--- config.mk ---
export PLATFORM = sky130hd
export DESIGN_NAME = fifo_rd_pack
export DESIGN_NICKNAME = d
export VERILOG_FILES = /design/src/rtl/fifo_rd_pack.sv
export SDC_FILE = /design/constraint.sdc
export NUM_CORES = 1
export LEC_CHECK = 0
export CAP_MARGIN = 20
export CORE_UTILIZATION = 45
export CTS_BUF_LIST = sky130_fd_sc_hd__clkbuf_4
export CTS_CLUSTER_DIAMETER = 100
export DETAILED_ROUTE_END_ITERATION = 7
export PLACE_DENSITY = 0.89
export SYNTH_ARGS = -nofsm -noshare
export SYNTH_HDL_FRONTEND = slang
export SYNTH_SLANG_ARGS = --single-unit
--- constraint.sdc ---
create_clock -name clk -period 1.65 [get_ports clk]
set_input_delay 0.165 -clock clk [delete_from_list [all_inputs] [get_ports clk]]
set_output_delay 0.165 -clock clk [all_outputs]
set_load 0.02 [all_outputs]
--- src/rtl/fifo_rd_pack.sv ---
// fifo_rd_pack: pops words from a 1-cycle-latency FIFO read port, pairs them
// into a double-width word and delivers it on a valid/ready handshake.
module fifo_rd_pack #(
  parameter int unsigned DATA_W = 8,
  parameter int unsigned CNT_W  = 16
) (
  input  logic                  clk,
  input  logic                  rst,
  input  logic                  fifo_empty,
  output logic                  fifo_rd_en,
  input  logic [DATA_W-1:0]     fifo_rd_data,
  input  logic                  flush,
  output logic [2*DATA_W-1:0]   out_data,
  output logic                  out_valid,
  input  logic                  out_ready,
  output logic [CNT_W-1:0]      word_cnt
);

  localparam int unsigned OUT_W = 2 * DATA_W;

  // Hold occupancy: nothing, low half held, complete pair presented.
  typedef enum logic [1:0] {
    H_EMPTY = 2'd0,
    H_LO    = 2'd1,
    H_FULL  = 2'd2
  } hold_e;

  hold_e             h;
  logic              p;
  logic              d;
  logic [DATA_W-1:0] lo;

  logic       accept_c;
  logic       arrive_c;
  logic [1:0] occ_c;
  logic [2:0] need_c;

  // Handshake, arrival qualification and pop decision.
  // A flush also discards a word landing in the flush cycle itself, so a
  // stale word can never pair with data popped after the flush.
  always_comb begin
    accept_c   = out_valid & out_ready;
    arrive_c   = p & ~d & ~flush;
    occ_c      = accept_c ? 2'd0 : 2'(h);
    need_c     = 3'(occ_c) + 3'(p);
    fifo_rd_en = ~rst & ~fifo_empty & ~flush & (need_c < 3'd2);
  end

  // Pair assembly, output register, drop flag and delivered-word counter.
  always_ff @(posedge clk or posedge rst) begin
    if (rst) begin
      h         <= H_EMPTY;
      p         <= 1'b0;
      d         <= 1'b0;
      lo        <= '0;
      out_data  <= '0;
      out_valid <= 1'b0;
      word_cnt  <= '0;
    end else begin
      p <= fifo_rd_en;
      d <= flush & p;

      if (accept_c) begin
        word_cnt <= word_cnt + CNT_W'(1);
      end

      if (arrive_c && (accept_c || h == H_EMPTY)) begin
        lo        <= fifo_rd_data;
        h         <= H_LO;
        out_valid <= 1'b0;
      end else if (arrive_c && h == H_LO) begin
        out_data  <= OUT_W'({fifo_rd_data, lo});
        out_valid <= 1'b1;
        h         <= H_FULL;
      end else if (accept_c) begin
        h         <= H_EMPTY;
        out_valid <= 1'b0;
      end else if (flush && h == H_LO) begin
        h  <= H_EMPTY;
        lo <= '0;
      end
    end
  end

endmodule

==> reports/metrics.yaml, run 1 <==
status: "finished with violations"
violations: "negative setup slack"
core_area_um2: 3800
route.detailed.drc: 0
syn_inst: 148
clock_path_buffers: 2
grt_overflow_total: 0
slowest_delay_ps: 440
crit_start: "out_valid$_DFFE_PP0P_"
p_leak_nw: 1.36
dieArea_um2: 4350
critPathArrivalTime_ps: 1950
synth_mux_area_share_pct: 10.4
endpoint_kind: "flop"
cp_top_family: "simple AND/OR/NAND/NOR gates"
port_buffers: 46
antenna_found_initial: 0
grt_usage_pct: 19.4
wirelength_um: 4060
worst_path_max_delay_cell: "dfrtp_2"
diodes: 0
grt_pass1_wl_um: 6110
path_common_cell: "nand2_4"
rsz0062_at_grt: "true"
gp_congestion: 0.813
drtPass1Iterations: 4
ys_ff_latch: 45
rr_startpoint: "out_valid$_DFFE_PP0P_"
path_clk_slew_ps: 140
drive_gt1_share_pct: 24.8
vias: 1393
ios: 47
required_ps: 1900
finalCritPeriodShare_pct: 103
synth-simple-area-share_pct: 15.8
relSlewSlack_pct: 72.0
crit_chain: "buf_6 > nand2_4 > nand2_4 > nor3b_4 > clkbuf_16 > mux2_4"
critPathBufInv: 2
cts_buffers: 5
grt_max_degree: 20
seq_area_frac_synth_pct: 61.1
drt_iter0_markers: 80
drv_cap: 0
holdCritPathClass: "in2async"
dp_hpwl_um: 2700
die_w_um: 66.0
synth-xor-area-share_pct: 7.13
setup_viol: 10
power_density_nw_per_um2: 939
start_kind: "flop"
synth_area_um2: 1840
fp-row-count: 22
layout_commonest_cell: "dfrtp_1"
cts_tree: "done"
hold_buffers: 0
wl_per_cell_um: 15.3
fin_nets: 232
cp_max_fo: 7
skew_ps: 18.6
synthAdderAreaFrac_pct: 0.679
worstSetupPathType: "reg2reg"
pre_cts_slack_ps: -381
viasPerCell: 5.24
period_minus_slack_ps: 1700
fill_cells: 268
layout_common_cells: "dfrtp_1 (43), clkdlybuf4s50_1 (35), nand2_1 (20), mux2_4 (16), buf_4 (15)"
r2r_cells: 6
area_delta_synth_final_pct: 47.4
clock.fmax_ghz: 0.587
cts_sinks: 45
cp.depth: 6
synth_top_family_by_area: "simple AND/OR/NAND/NOR gates"
clk_latency_ps: 360
syn_area_per_cell_um2: 12.4
finalMaxSlewViolations: 0
hold_violations: 0
synth_compound_area_share_pct: 3.67
synth.distinct_cells: 24
syn-num-nets: 162
peakVddDrop_mv: 0.635
ant_nets: 0
h-tree-depth: 2
worst_slew_pin_slew_ps: 420
grt_pass1_vias: 1324
worst_slack_ps: -52.3
start_util_pct: 48.5
root_buffer: "clkbuf_4"
power_mw: 2.55
yosys_warnings: 0
hold_slack_ps: 246
fp.dieH_um: 66.0
==> area by class of cell <==
cell class | count | area (µm²) | share of cell area, %
multi-input cells | 99 | 781 | 28.8
well taps | 48 | 60.1 | 2.21
clock buffers | 5 | 37.5 | 1.38
clock inverters | 2 | 35.0 | 1.29
flip-flops and latches | 45 | 1130 | 41.6
repair buffers | 65 | 664 | 24.5
inverters | 2 | 7.51 | 0.277
==> cells by family after synthesis <==
| group | Yosys count |
|---|---|
| compound gates | 12 |
| mux | 17 |
| fa+ha+maj | 1 |
| flops | 45 |
| simple gates | 54 |
| xor+xnor | 15 |
| buf+inv | 4 |
==> worst paths after layout <==
check / end / slack, ps
worst max register to register: out_data[6]$_DFFE_PP0P_ / -50
worst max-delay path: out_data[6]$_DFFE_PP0P_ / -50
min in group clk: p$_DFF_PP0_ / 370
max in group asynchronous: word_cnt[5]$_DFFE_PP0P_ / 890
worst min-delay path: h[0]$_DFFE_PP0P_ / 250
worst min register to register: word_cnt[15]$_DFFE_PP0P_ / 490
==> cell usage after synthesis, drive strengths merged <==
library cell   n  area [µm²]
a31o           1        8.76
buf            1        11.3
nor3b          3        45.1
dfrtp         45        1130
clkbuf         1        3.75
xnor2         12         105
nand4         10        62.6
inv            2        7.51
and2           3        18.8
a21oi          1        5.00
nor2           8        30.0
mux2          17         191
xor2           3        26.3
nand3          2        10.0
ha             1        12.5
nor4           1        6.26
and3           2        12.5
nor3           1        5.00
and4           2        17.5
o21ai          9        45.0
nand2         22        82.6
o2bb2ai        1        8.76
==> per-stage QoR <==
step | instances | instance area (µm²) | utilization, % | TNS [ps]
finish | 266 | 2710 | 71.4 | -289
global route | 266 | 2710 | 71.4 | -1010
CTS | 262 | 2560 | 67.3 | 0
detailed placement | 255 | 2490 | 65.4 | -2500
global placement | 255 | 2490 | 65.4 | -2050
floorplan | 148 | 1840 | - | 0
==> worst reg2reg max path, stage by stage, from the launching register on <==
cell and delay [ps]:
dfrtp_2 440, buf_6 140, nand2_4 60, nand2_4 60
nor3b_4 350, clkbuf_16 240, mux2_4 300
==> report_power, final <==
part	leakage (nW)	internal (mW)	switching, mW	total, mW
registers	0.610	1.24	0.102	1.35
logic	0.708	0.303	0.249	0.552
clock network	0.0410	0.309	0.343	0.652
total	1.36	1.86	0.694	2.55
==> repair_timing <==
item	in CTS	in global routing
pin swaps	0	2
gates resized for setup	9	32
setup buffers	0	3
endpoints found under the setup margin	4	24
gates cloned	0	1
==> metal layers <==
| metal | GRT usage [%] | vias to the layer above | share of wire (%) |
|---|---|---|---|
| met3 | 4.31 | 8 | 3.4 |
| met5 | 0 | - | 0 |
| li1 | - | 657 | - |
| met2 | 30.2 | 38 | 48 |
| met1 | 25.3 | 690 | 46 |
| met4 | 10.4 | 0 | 2.1 |
==> flip-flops by register name (all words and copies together), names as in the netlist <==
signal,flops
h,2
lo,8
p,1
d,1
out_data,16
word_cnt,16
out_valid,1
No activity file was read; power rests on OpenSTA's default activity.
==> inputs of run 2 (changes only) <==
--- a/config.mk
+++ b/config.mk
@@ -6,11 +6,12 @@
 export NUM_CORES = 1
 export LEC_CHECK = 0
 export CAP_MARGIN = 20
-export CORE_UTILIZATION = 45
+export CORE_UTILIZATION = 50
 export CTS_BUF_LIST = sky130_fd_sc_hd__clkbuf_4
 export CTS_CLUSTER_DIAMETER = 100
 export DETAILED_ROUTE_END_ITERATION = 7
-export PLACE_DENSITY = 0.89
+export DONT_BUFFER_PORTS = 1
+export PLACE_DENSITY = 0.8
 export SYNTH_ARGS = -nofsm -noshare
 export SYNTH_HDL_FRONTEND = slang
 export SYNTH_SLANG_ARGS = --single-unit
==> run 2 against run 1 <==
  * The flow now finishes without violations
  * Setup slack improved by 100 ps
  * Sequential power up 5%
  * Non-clock buffer count down 39
  * Sequential cell count unchanged
  * Power decreased by 12%
  * Global-route usage grew 1.1 points
  * Final area down 18%
==> reports/metrics.yaml, run 2 (synthesis results as in run 1) <==
layout_common_cells: "dfrtp_1 (43), nand2_1 (22), mux2_2 (17), xnor2_1 (12), dlygate4sd3_1 (12)"
area_delta_synth_final_pct: 20.2
gp_congestion: 0.747  # -8.2%
ant_nets: 0  # unchanged
required_ps: 1480  # -420 ps
root_buffer: "clkbuf_4"
cp_max_fo: 5  # -2
die_w_um: 62.7  # -5.0%
hold_violations: 0  # unchanged
ios: 47  # unchanged
port_buffers: 0  # -100%
antenna_found_initial: 0  # unchanged
period_minus_slack_ps: 1600  # -102 ps
finalCritPeriodShare_pct: 97.0  # -6.2 points
r2r_setup_slack_ps: 110  # +160 ps
fp-row-count: 21  # -4.5%
skew_ps: 11.3  # -7.37 ps
status: "completed"
critPathArrivalTime_ps: 1440  # -510 ps
clock_path_buffers: 2  # unchanged
grt_usage_pct: 20.6  # +1.1 points
core_area_um2: 3440  # -9.4%
h-tree-depth: 2  # unchanged
drtPass1Iterations: 4  # unchanged
fin_cells: 226  # -15%
grt_overflow_total: 0  # unchanged
cts_tree: "done"
drv_cap: 0  # unchanged
largest_registers: "out_data: 16 flops, word_cnt: 16 flops, lo: 8 flops"
worstSetupPathType: "reg2out"
rsz0062_at_grt: "true"
wl_per_cell_um: 15.9  # +3.8%
vias: 1249  # -10%
clk_latency_ps: 360  # about the same
endpoint_kind: "primary output"
holdCritPathClass: "in2reg"
seq_area_um2: 1130  # unchanged
fp.dieH_um: 62.7  # -5.0%
hold_slack_ps: 14.1  # -232 ps
min_to: "h[0]$_DFFE_PP0P_"
start_kind: "flop"
dieArea_um2: 3930  # -9.7%
start_util_pct: 53.5  # +5.0 points
path_clk_slew_ps: 120  # -20 ps
viasPerCell: 5.53  # +5.5%
drive_gt1_share_pct: 25.0  # +0.23 points
grt_max_degree: 28  # +40%
hold_path_depth: 3
grt_pass1_wl_um: 6140  # +0.57%
worst_slew_pin_slew_ps: 702  # +283 ps
cts_buffers: 5  # unchanged
cts_sinks: 45  # unchanged
clock.fmax_ghz: 0.625  # +6.4%
fin_nets: 193  # -17%
power_density_nw_per_um2: 1010  # +7.7%
dp_hpwl_um: 2420  # -11%
multi_input_area_um2: 712  # -8.8%
rr_startpoint: "out_valid$_DFFE_PP0P_"
dp.cells: 204  # -20%
min_from: "flush"
route.detailed.drc: 0  # unchanged
finalMaxSlewViolations: 0  # unchanged
diodes: 0  # unchanged
relSlewSlack_pct: 52.9  # -19 points
layout_commonest_cell: "dfrtp_1"
peakVddDrop_mv: 0.521  # -18%
r2r_cells: 5  # -1
fill_cells: 252  # -6.0%
grt_pass1_vias: 1269  # -4.2%
setup_viol: 0  # -10
r2r_end: "out_data[12]$_DFFE_PP0P_"
drt_iter0_markers: 49  # -39%
wirelength_um: 3590  # -12%
p_leak_nw: 1.04  # -24%
[run 2: stage by stage]
step	TNS [ps]	power (mW)	cell area, µm²	utilization (%)	setup slack [ps]
floorplan	0	1.58	1840	-	3.82
global placement	0	1.65	2000	58.1	209
detailed placement	0	1.68	2000	58.1	139
CTS	-13.5	2.25	2190	63.8	-13.5
global route	-54.3	2.36	2210	64.3	-54.3
finish	0	2.24	2210	64.3	49.5
[run 2: worst max-delay path by stage]
stage,start,endpoint
after floorplan,out_valid$_DFFE_PP0P_,out_data[12]$_DFFE_PP0P_
after detailed placement,out_valid$_DFFE_PP0P_,out_data[15]$_DFFE_PP0P_
final,out_valid$_DFFE_PP0P_,fifo_rd_en
after global placement,d$_DFF_PP0_,out_data[9]$_DFFE_PP0P_
after global routing,out_valid$_DFFE_PP0P_,fifo_rd_en
after CTS,out_valid$_DFFE_PP0P_,fifo_rd_en
[run 2: cell type report]
type                       count  share of cell area [%]
clock inverter                 2                   0.452
clock buffer                   6                    2.03
inverter                       2                   0.339
multi-input combinational     99                    32.1
tap                           46                    2.60
sequential                    45                    51.0
timing repair buffer          26                    11.5
[run 2: worst max-delay path, stage by stage (launching register included)]
cell       delay, ps
dfrtp_2          390
buf_6            150
o2bb2ai_4        120
nor2_1            60
nor4_1           180
buf_4            200
[run 2: where the power goes]
part           internal [mW]  leakage (nW)  switching, mW  total (mW)
logic                  0.159         0.389          0.147       0.306
clock network          0.179        0.0354          0.339       0.518
registers               1.24         0.610          0.172        1.42
total                   1.58          1.04          0.658        2.24
[run 2: routing by layer]
metal  global-route usage, %  vias up  part of all wire (%)
li1                        -      574                     -
met1                    24.4      620                    42
met2                    32.6       44                    49
met3                    9.31       11                   6.5
met4                    7.85        0                   2.4
met5                       0        -                     0
[run 2: what timing repair did]
item                                   in CTS  in global routing
setup endpoints to repair                   1                  1
hold buffers                               10                  2
endpoints found under the hold margin      35                  3
pin swaps                                   3                  1
buffers inserted                            2                  0
resized for setup                           4                  0
